File: src/rtl/alu_share_arbiter.sv
`default_nettype none
// ============================================================================
// Module   : alu_share_arbiter
// Brief    : Round-robin sharing of one combinational ALU between two
//            requesters, with registered operands and a held response.
// Revision : 1.0 - initial release
// ============================================================================
module alu_share_arbiter #(
    parameter int DATA_W = 32,
    parameter int OP_W   = 4
) (
    input  logic                clk,
    input  logic                reset_n,
    input  logic [1:0]          req_valid,
    output logic [1:0]          req_ready,
    input  logic [2*OP_W-1:0]   req_op,
    input  logic [2*DATA_W-1:0] req_a,
    input  logic [2*DATA_W-1:0] req_b,
    output logic [1:0]          resp_valid,
    input  logic [1:0]          resp_ready,
    output logic [DATA_W-1:0]   resp_data,
    output logic                resp_zero,
    output logic [OP_W-1:0]     alu_op,
    output logic [DATA_W-1:0]   alu_a,
    output logic [DATA_W-1:0]   alu_b,
    input  logic [DATA_W-1:0]   alu_result,
    input  logic                alu_zero,
    output logic                busy
);

    typedef enum logic [1:0] {
        ST_IDLE = 2'd0,
        ST_EXEC = 2'd1,
        ST_RESP = 2'd2
    } state_t;

    state_t              r_state_q, w_state_d;
    logic                r_last_grant_q, w_last_grant_d;
    logic                r_gid_q, w_gid_d;
    logic [OP_W-1:0]     r_op_q, w_op_d;
    logic [DATA_W-1:0]   r_a_q, w_a_d;
    logic [DATA_W-1:0]   r_b_q, w_b_d;
    logic [DATA_W-1:0]   r_data_q, w_data_d;
    logic                r_zero_q, w_zero_d;

    logic [1:0]          w_sel;
    logic                w_win;

    // Both valid: the requester that did not win last time goes next.
    always_comb begin
        w_sel = 2'b00;
        case (req_valid)
            2'b01:   w_sel = 2'b01;
            2'b10:   w_sel = 2'b10;
            2'b11:   w_sel = r_last_grant_q ? 2'b01 : 2'b10;
            default: w_sel = 2'b00;
        endcase
    end

    assign w_win = w_sel[1];

    always_comb begin
        w_state_d      = r_state_q;
        w_last_grant_d = r_last_grant_q;
        w_gid_d        = r_gid_q;
        w_op_d         = r_op_q;
        w_a_d          = r_a_q;
        w_b_d          = r_b_q;
        w_data_d       = r_data_q;
        w_zero_d       = r_zero_q;
        req_ready      = 2'b00;
        resp_valid     = 2'b00;

        case (r_state_q)
            ST_IDLE: begin
                req_ready = w_sel & {2{reset_n}};
                if (|(req_valid & req_ready)) begin
                    w_op_d         = w_win ? req_op[2*OP_W-1:OP_W]     : req_op[OP_W-1:0];
                    w_a_d          = w_win ? req_a[2*DATA_W-1:DATA_W]  : req_a[DATA_W-1:0];
                    w_b_d          = w_win ? req_b[2*DATA_W-1:DATA_W]  : req_b[DATA_W-1:0];
                    w_gid_d        = w_win;
                    w_last_grant_d = w_win;
                    w_state_d      = ST_EXEC;
                end
            end
            ST_EXEC: begin
                w_data_d  = alu_result;
                w_zero_d  = alu_zero;
                w_state_d = ST_RESP;
            end
            ST_RESP: begin
                resp_valid = r_gid_q ? 2'b10 : 2'b01;
                if (resp_ready[r_gid_q]) begin
                    w_state_d = ST_IDLE;
                end
            end
            default: w_state_d = ST_IDLE;
        endcase
    end

    always_ff @(posedge clk or negedge reset_n) begin
        if (!reset_n) begin
            r_state_q      <= ST_IDLE;
            r_last_grant_q <= 1'b1;
            r_gid_q        <= 1'b0;
            r_op_q         <= '0;
            r_a_q          <= '0;
            r_b_q          <= '0;
            r_data_q       <= '0;
            r_zero_q       <= 1'b0;
        end else begin
            r_state_q      <= w_state_d;
            r_last_grant_q <= w_last_grant_d;
            r_gid_q        <= w_gid_d;
            r_op_q         <= w_op_d;
            r_a_q          <= w_a_d;
            r_b_q          <= w_b_d;
            r_data_q       <= w_data_d;
            r_zero_q       <= w_zero_d;
        end
    end

    assign alu_op    = r_op_q;
    assign alu_a     = r_a_q;
    assign alu_b     = r_b_q;
    assign resp_data = r_data_q;
    assign resp_zero = r_zero_q;
    assign busy      = (r_state_q != ST_IDLE);

endmodule
`default_nettype wire
File: config.mk
export PLATFORM = sky130hd
export DESIGN_NAME = alu_share_arbiter
export DESIGN_NICKNAME = d
export VERILOG_FILES = /design/src/rtl/alu_share_arbiter.sv
export SDC_FILE = /design/constraint.sdc
export NUM_CORES = 1
export LEC_CHECK = 0
export ABC_AREA = 1
export CORE_MARGIN = 2
export CORE_UTILIZATION = 40
export CTS_CLUSTER_DIAMETER = 80
export DETAILED_ROUTE_END_ITERATION = 10
export HOLD_SLACK_MARGIN = 0.1
export PLACE_DENSITY = 0.87
export RECOVER_POWER = 50
export SYNTH_ARGS = -nofsm -noshare
export SYNTH_HDL_FRONTEND = slang
export SYNTH_SLANG_ARGS = --single-unit
export TNS_END_PERCENT = 1
File: constraint.sdc
create_clock -name clk -period 1.74 [get_ports clk]
set_input_delay 0.348 -clock clk [delete_from_list [all_inputs] [get_ports clk]]
set_output_delay 0.348 -clock clk [all_outputs]
set_load 0.03 [all_outputs]
==> Yosys cells after proc, flatten, opt, wreduce, memory -nomap -nowiden <==
Index checks and enable logic that the tools add are counted.
{ "op_classes": {"n_lt_le_gt_ge": 1, "eq_ne": 7, "n_mux": 13, "n_bitwise": 2, "n_reduce_logical": 5} }
{ "op_table": {"columns": ["cell", "count"], "rows": [
  ["two-way mux 32 bit", 2],
  ["two-way mux 2 bit", 6],
  ["case mux 2 bit (3 select lines)", 2],
  ["equality test 2 bit, second input constant", 3],
  ["bitwise AND 2 bit", 2],
  ["equality test 2 x 1 -> 1 bit, second input constant", 2],
  ["two-way mux 4 bit", 1],
  ["!= test 2 bit, second input constant", 2],
  ["AND reduction 2 bit", 2],
  ["zero test 2 bit", 1],
  ["< comparator 1 x 2 -> 1 bit, second input constant", 1],
  ["two-way mux 1 bit", 2],
  ["nonzero test 2 bit", 1],
  ["OR reduction 2 bit", 1]
]} }
{ "word_totals": {"ff_bits": 105, "inputBits": 175, "output_inout_bits": 106, "wordCells": 36} }

==> Longest topological paths before layout <==
Gate-level depths: netlist of run 1.
{ "logic_depth": {"ltp_word": 7, "ltp_mapped": 9, "ltp_nobuf": 6} }

==> Worst setup path after synthesis of run 1 <==
Ideal clock, no wire load.
{ "synth_timing": {"path_kind": "flip-flop to output port", "start": "register r_last_grant_q", "end": "output port req_ready[0]", "arrival_ps": 1617, "required_time_ps": 1392, "setup_slack_ps": -225, "stages_incl_launch_ff": 6, "n_path_buf": 1, "path_cell_list": "dfstp_2 -> nand3_2 -> nand2_1 -> buf_4 -> inv_1 -> nor3_1"} }
{ "synth_between": {"elab_chain_len": 4} }
{ "synth_rtl": {"columns": ["element", "line_no", "rtl"], "rows": [
  ["start: declaration", "38", "logic r_last_grant_q, w_last_grant_d;"],
  ["start signal: assignment", "113", "r_last_grant_q <= w_last_grant_d;"],
  ["two-way mux 2 bit", "55", "2'b11: w_sel = r_last_grant_q ? 2'b01 : 2'b10;"],
  ["case mux 2 bit (3 select lines)", "52", "case (req_valid)"],
  ["bitwise AND 2 bit", "76", "req_ready = w_sel & {2{reset_n}};"],
  ["two-way mux 2 bit", "74", "case (r_state_q)"],
  ["end: declaration", "15", "output logic [1:0] req_ready,"]
]} }
Every way passes these cells.

==> Worst setup path after layout of run 1 <==
{ "layout_timing": {"start": "register r_last_grant_q", "end": "output port req_ready[1]"} }
Same word-level chain as after synthesis.

==> metrics.md, run 1 <==
| Metric | Value |
|---|---|
| Status | `finished, violations left` |
| Failing checks | `setup timing` |
| RSZ-0062 raised after global routing | `yes` |
| Row count | `42` |
| Clk slew on worst S/H paths | `about 0.07 ns` |
| Commonest non-fill, non-tap cells in the layout | `nand2_1 (277), clkdlybuf4s50_1 (180), nand3_1 (170)` |
| First-pass GRT wire length | `about 27,000 um` |
| Vias in the first global route | `roughly 5,600` |
| Worst VDD drop | `a little under 0.0006 V` |
| Register area | `2630 um2` |
| Average wire per standard cell | `14.4 um` |
| Die ar. | `around 14,000 um2` |
| Max Cap Violations | `0` |
| Filler cell count | `approximately 1,200` |
| Slew Limit Fails | `0` |
| # setup viols final | `2` |
| Vias | `slightly below 6,000` |
| Rel. slew slack | `0.0435` |
| Commonest non-fill, non-tap cell in the layout | `nand2_1` |
| CTS tree | `done` |
| TNS Setup | `-0.0358 ns` |
| Drt via density | `around 4.8` |
| Synth Instances | `between 700 and 800` |
| Fin nets | `roughly 1,200` |
| CP Launch Type | `flip-flop` |
| Port bufs | `280` |
| Final min period | `about 1.8 ns` |
| Num ports | `281` |
| WP data required | `around 1.4 ns` |
| Hold buffer count at cts | `0` |
| Distinct cells, synth | `18` |
| # diodes | `0` |
| Post-Route Skew | `0.00724 ns` |
| Lkg Pwr | `~0.0047 uW` |
| DRC | `0` |
| Max Root-Sink Buffers | `2` |
| PD cells | `1570 nW/um2` |
| Main synth FF type | `dfrtp_1` |
| Mapped cell area | `between 5000 and 6000 um2` |
| Final Hold Fails | `0` |
| Total Wirelength | `~17,000 um` |
| Avg Cell Area, Syn | `a little over 7 um2` |
| Die outline width | `between 100 and 150 um` |
| Asr flop ratio synth | `1.00` |
| Core area | `between 10,000 and 15,000 um2` |
| Seq cells post-synth | `between 100 and 150` |
| Worst Reg2Reg Path Length in Cells | `5` |
| Worst-Margin Slew | `between 1 and 1.5 ns` |
| Area occupied by multi-input gates | `approximately 2000 um2` |
| Synth Net Count | `between 900 and 1,000` |
| Area Overhead vs Synth | `57.5%` |
| Peak Freq | `567 MHz` |
| Initial Utilization | `0.406` |
| Crit Path Class | `reg -> out` |
| Sequential fraction of the synthesis area | `0.490` |
| Worst slack, placed | `-0.110 ns` |
| Total gr overflow | `0` |
| Post-route cell area | `8440 um2` |
| H-tree Lvls | `3` |
| Antenna Nets Post-Route | `0` |
| Largest net degree at the start of global routing | `106` |
| Yosys warning count | `0` |
| Crit-path max FO | `4` |
| Die span in y | `between 100 and 150 um` |
| Total GRT Usage | `0.240` |
| Worst Setup End Kind | `output pin` |
| Hold path depth | `5` |
| Gp weighted congestion | `slightly above 0.8` |
| Detailed Place HPWL | `12,600 um` |
| Initial DRT Pass Iterations | `5` |
| Root Buffer | `clkbuf_16` |
| Share of cells above drive strength 1 | `0.0619` |
| Initial DRC Count | `just over 400` |
| Final worst setup slack | `-0.0241 ns` |
| Fin crit share | `1.01` |
| Arr. time, crit path | `between 1 and 1.5 ns` |
| Hold crit path type | `in -> reg` |
| Clk sinks | `between 100 and 150` |
| Placed cell area | `8490 um2` |
| Initial antenna violation count | `0` |
| CTS buffer count | `9` |
| Post-synth EDFFs | `0` |
| Clk Latency, worst-skew pair | `0.34 ns` |
==> repair_timing <==
action | 4_1_cts | 5_1_grt
cloned | 0 | 0
endpoints found under the setup margin | 49 | 49
buffers inserted | 0 | 0
resized for setup | 50 | 45
endpoints found under the hold margin | 0 | 0
==> path summary, 6_finish.rpt <==
kind | start | end | slack, ns
setup / recovery | r_last_grant_q$_DFFE_PN1P_ | req_ready[1] | -0.02
min in group asynchronous | reset_n | resp_data[10]$_DFFE_PN0N_ | 0.53
hold reg to reg | resp_data[14]$_DFFE_PN0N_ | resp_data[14]$_DFFE_PN0N_ | 0.48
hold / removal | reset_n | alu_a[12]$_DFFE_PN0P_ | 0.46
setup reg to reg | r_state_q[0]$_DFFE_PN0P_ | resp_data[25]$_DFFE_PN0N_ | 0.05
max in group asynchronous | reset_n | alu_b[17]$_DFFE_PN0P_ | 0.32
==> layer usage <==
metal  track usage  vias to the layer above  routed length (um)
met5             0                        -                   0
met4        0.0897                        0                 538
met3        0.0618                       42                1530
met2         0.408                      293                8360
met1         0.292                     2660                6960
li1              -                     2813                   -
==> cell usage after synthesis (2+ instances only) <==
cell	count	share of area
nand2_1	278	0.19
nand3_1	170	0.16
inv_1	141	0.099
dfrtp_1	104	0.49
buf_2	18	0.017
clkbuf_1	18	0.013
buf_4	5	0.0070
buf_1	3	0.0021
nor2_1	3	0.0021
nor2_4	3	0.0063
buf_6	2	0.0042
==> cell families (layout without fill, tap and decap cells) <==
family	Yosys count	count (layout)	synth area share
compound gates	1	1	0.000933
flops	105	105	0.490
buf+inv	189	471	0.143
simple gates	457	457	0.366
==> critical path, cell delays in order, from the launching register on <==
cell	delay, ns
dfstp_2	0.54
nand3_2	0.11
nand2_4	0.11
inv_2	0.04
nand2_1	0.08
inv_1	0.04
buf_4	0.16
==> layout make-up <==
class / count / share of cell area
repair buffers: 313 / 0.327
flip-flops and latches: 105 / 0.311
multi-input cells: 458 / 0.234
inverters: 143 / 0.0636
clock buffers: 9 / 0.0267
well taps: 176 / 0.0261
clock inverters: 6 / 0.0107
==> report_power, final <==
part,total (uW),switching (uW),internal [uW]
clock,2170,910,1260
combinational,6760,4580,2180
sequential,4300,669,3630
==> flip-flops by register name (all words and copies together) (netlist names) <==
signal,count
alu_b,32
r_state_q,2
alu_a,32
resp_zero,1
alu_op,4
resp_data,32
r_gid_q,1
r_last_grant_q,1
==> stage by stage <==
step,power [uW],cells,util,hold slack [ns]
after floorplan,8460,752,-,0.0524
after global placement,12000,1195,0.644,0.453
after detailed placement,12100,1195,0.644,0.461
after CTS,14000,1210,0.663,0.121
after global routing,14000,1210,0.640,0.489
final,13200,1210,0.640,0.456
Power figures use the tool's default switching activity.
==> inputs of run 2 (changes only) <==
--- a/config.mk
+++ b/config.mk
@@ -6,6 +6,7 @@
 export NUM_CORES = 1
 export LEC_CHECK = 0
 export ABC_AREA = 1
+export CAP_MARGIN = 15
 export CORE_MARGIN = 2
 export CORE_UTILIZATION = 40
 export CTS_CLUSTER_DIAMETER = 80
==> results of run 2 <==
Same layout as run 1: the final DEF is identical, and so are final timing and power.
==> inputs of run 3 (changes only) <==
--- a/config.mk
+++ b/config.mk
@@ -7,12 +7,13 @@
 export LEC_CHECK = 0
 export ABC_AREA = 1
 export CAP_MARGIN = 15
-export CORE_MARGIN = 2
-export CORE_UTILIZATION = 40
+export CORE_AREA = 2 2 110 112
 export CTS_CLUSTER_DIAMETER = 80
 export DETAILED_ROUTE_END_ITERATION = 10
+export DIE_AREA = 0 0 112 114
+export DONT_BUFFER_PORTS = 1
 export HOLD_SLACK_MARGIN = 0.1
-export PLACE_DENSITY = 0.87
+export PLACE_DENSITY = 0.67
 export RECOVER_POWER = 50
 export SYNTH_ARGS = -nofsm -noshare
 export SYNTH_HDL_FRONTEND = slang
==> constraint.sdc (replaced) <==
create_clock -name clk -period 1.74 [get_ports clk]
set_input_delay 0.348 -clock clk [delete_from_list [all_inputs] [get_ports clk]]
set_output_delay 0.348 -clock clk [all_outputs]
set_load 0.02 [all_outputs]
==> metrics.md, run 3 (synthesized netlist as in run 1, its figures left out) <==
| Metric | Value |
|---|---|
| Antenna Nets Post-Route | `0 (unchanged)` |
| CP Launch Type | `flip-flop` |
| Busiest grt layer | `met2` |
| Die span in y | `114 um (-4.8%)` |
| Hold crit path type | `in -> async` |
| CP Launch Point | `r_last_grant_q$_DFFE_PN1P_` |
| Rel. slew slack | `0.636 (+0.592)` |
| Post-Route Skew | `0.0106 ns (+0.00335 ns)` |
| Initial Utilization | `0.458 (+0.0513)` |
| Max Cap Violations | `0 (unchanged)` |
| Inst Count DP | `866 (-28%)` |
| Total Wirelength | `13,800 um (-20%)` |
| Clk slew on worst S/H paths | `0.07 ns (about the same)` |
| Detailed Place HPWL | `9620 um (-24%)` |
| Status | `finished, violations left` |
| Initial DRC Count | `253 (-38%)` |
| Clk sinks | `105 (unchanged)` |
| Worst-Margin Slew | `0.547 ns (-0.888 ns)` |
| Met1 Track Usage GR | `0.254 (-0.0379)` |
| M3 GR Usage | `0.0638 (+0.00197)` |
| Max Root-Sink Buffers | `2 (unchanged)` |
| PD cells | `1810 nW/um2 (+16%)` |
| Total gr overflow | `0 (unchanged)` |
| Slew Limit Fails | `0 (unchanged)` |
| Worst Setup End Kind | `output pin` |
| # diodes | `0 (unchanged)` |
| Commonest non-fill, non-tap cells in the layout | `nand2_1 (277), nand3_1 (170), inv_1 (139)` |
| Final Hold Fails | `105 (+105)` |
| Fin nets | `911 (-24%)` |
| Initial DRT Pass Iterations | `4 (-1)` |
| Vias in the first global route | `4,532 (-19%)` |
| Psw | `4720 uW (-23%)` |
| Num ports | `281 (unchanged)` |
| Non-Filler Instances | `888 (-27%)` |
| Die outline width | `112 um (-6.5%)` |
| CTS buffer count | `9 (unchanged)` |
| Reg2Reg Launch Point | `r_last_grant_q$_DFFE_PN1P_` |
| Worst slack, placed | `0.302 ns (+0.412 ns)` |
| Arr. time, crit path | `1.37 ns (-0.05 ns)` |
| Row count | `40 (-4.8%)` |
| P_int | `5930 uW (-16%)` |
| WP data required | `1.39 ns (about the same)` |
| Commonest non-fill, non-tap cell in the layout | `nand2_1` |
| Failing checks | `hold timing` |
| First-pass GRT wire length | `22,000 um (-20%)` |
| Die ar. | `12,800 um2 (-11%)` |
| Largest net degree at the start of global routing | `107 (+0.94%)` |
| H-tree Lvls | `3 (unchanged)` |
| Total GRT Usage | `0.211 (-0.0282)` |
| Port bufs | `0 (-100%)` |
| GR Layer Usage met2 | `0.360 (-0.0478)` |
| Root Buffer | `clkbuf_16` |
| Crit Path Class | `reg -> out` |
| # setup viols final | `0 (-2)` |
| DRC | `0 (unchanged)` |
| Placed cell area | `5460 um2 (-36%)` |
| Post-route cell area | `5880 um2 (-30%)` |
| Crit-path max FO | `2 (-2)` |
| Average wire per standard cell | `15.6 um (+8.4%)` |
| Core area | `11,700 um2 (-11%)` |
| Fin crit share | `0.985 (-0.0284)` |
| Vias | `4,654 (-20%)` |
| CTS tree | `done` |
| Initial antenna violation count | `0 (unchanged)` |
| Clk Latency, worst-skew pair | `0.34 ns (about the same)` |
| Peak Freq | `583 MHz (+2.9%)` |
| Post-layout util | `0.502 (-0.138)` |
| Overall Power | `10,600 uW (-20%)` |
| Drt via density | `5.24 (+9.2%)` |
| Area Overhead vs Synth | `9.62%` |
| Final min period | `1.71 ns (-0.0494 ns)` |
| Seq pwr share | `0.562 (+0.237)` |
| Share of cells above drive strength 1 | `0.0661 (+0.00423)` |
| Gp weighted congestion | `0.755 (-8.2%)` |
| Final worst setup slack | `0.0253 ns (+0.0494 ns)` |
| Lkg Pwr | `0.00350 uW (-25%)` |
| Combinational share of power | `0.217 (-0.294)` |
| Worst hold slack | `-0.295 ns (-0.751 ns)` |
| Clock power share | `0.220 (+0.056)` |
| Net Sw Frac | `0.443 (-0.0226)` |
| Worst VDD drop | `0.000781 V (+31%)` |
| RSZ-0062 raised after global routing | `yes` |
==> run 3: layout make-up <==
| class | instances | area (um2) |
|---|---|---|
| fill | 1165 | 5840 |
| clock inverter | 6 | 114 |
| timing repair buffer | 19 | 180 |
| tap | 147 | 184 |
| sequential | 105 | 2630 |
| multi-input combinational | 458 | 1990 |
| clock buffer | 10 | 239 |
| inverter | 143 | 537 |
==> run 3: path summary, 6_finish.rpt <==
| check | endpoint | slack [ns] | cells after the start |
|---|---|---|---|
| max in group asynchronous | r_last_grant_q$_DFFE_PN1P_ | 1.82 | 0 |
| max | req_ready[0] | 0.03 | 5 |
| min in group clk | resp_data[29]$_DFFE_PN0N_ | 0.16 | 2 |
| min | resp_data[14]$_DFFE_PN0N_ | -0.30 | 0 |
| max reg2reg | alu_b[28]$_DFFE_PN0P_ | 0.21 | 6 |
| min reg2reg | r_last_grant_q$_DFFE_PN1P_ | 0.49 | 2 |
==> run 3: worst max-delay path, stage by stage (launching register included) <==
cell and delay [ns]:
dfstp_2 0.55, nand3_4 0.08, nand2_4 0.07, inv_2 0.04
nor3_2 0.14, buf_4 0.17
==> run 3: power groups by stage <==
stage | registers, uW | logic [uW] | clock network, uW
global route | 6120 | 2690 | 2500
global placement | 6010 | 2190 | 0
finish | 5990 | 2320 | 2350
detailed placement | 6010 | 2320 | 0
floorplan | 5690 | 1870 | 0
CTS | 6000 | 2310 | 2420
==> run 3: layer usage <==
layer  routed length [um]  vias up
li1                     -     2223
met1                 5420     2180
met2                 6880      224
met3                 1240       27
met4                  299        0
met5                    0        -
==> run 3: through the flow <==
| stage | setup TNS [ns] | hold WS [ns] |
|---|---|---|
| floorplan | 0 | 0.0524 |
| global placement | 0 | 0.0547 |
| detailed placement | 0 | 0.0545 |
| CTS | 0 | -0.315 |
| global route | -0.0783 | -0.319 |
| finish | 0 | -0.295 |
==> run 3: what timing repair did <==
action,4_1_cts,5_1_grt
pin swaps,1,4
resized for setup,3,4
setup endpoints to repair,2,4
hold endpoints to repair,105,105
buffers inserted,1,5
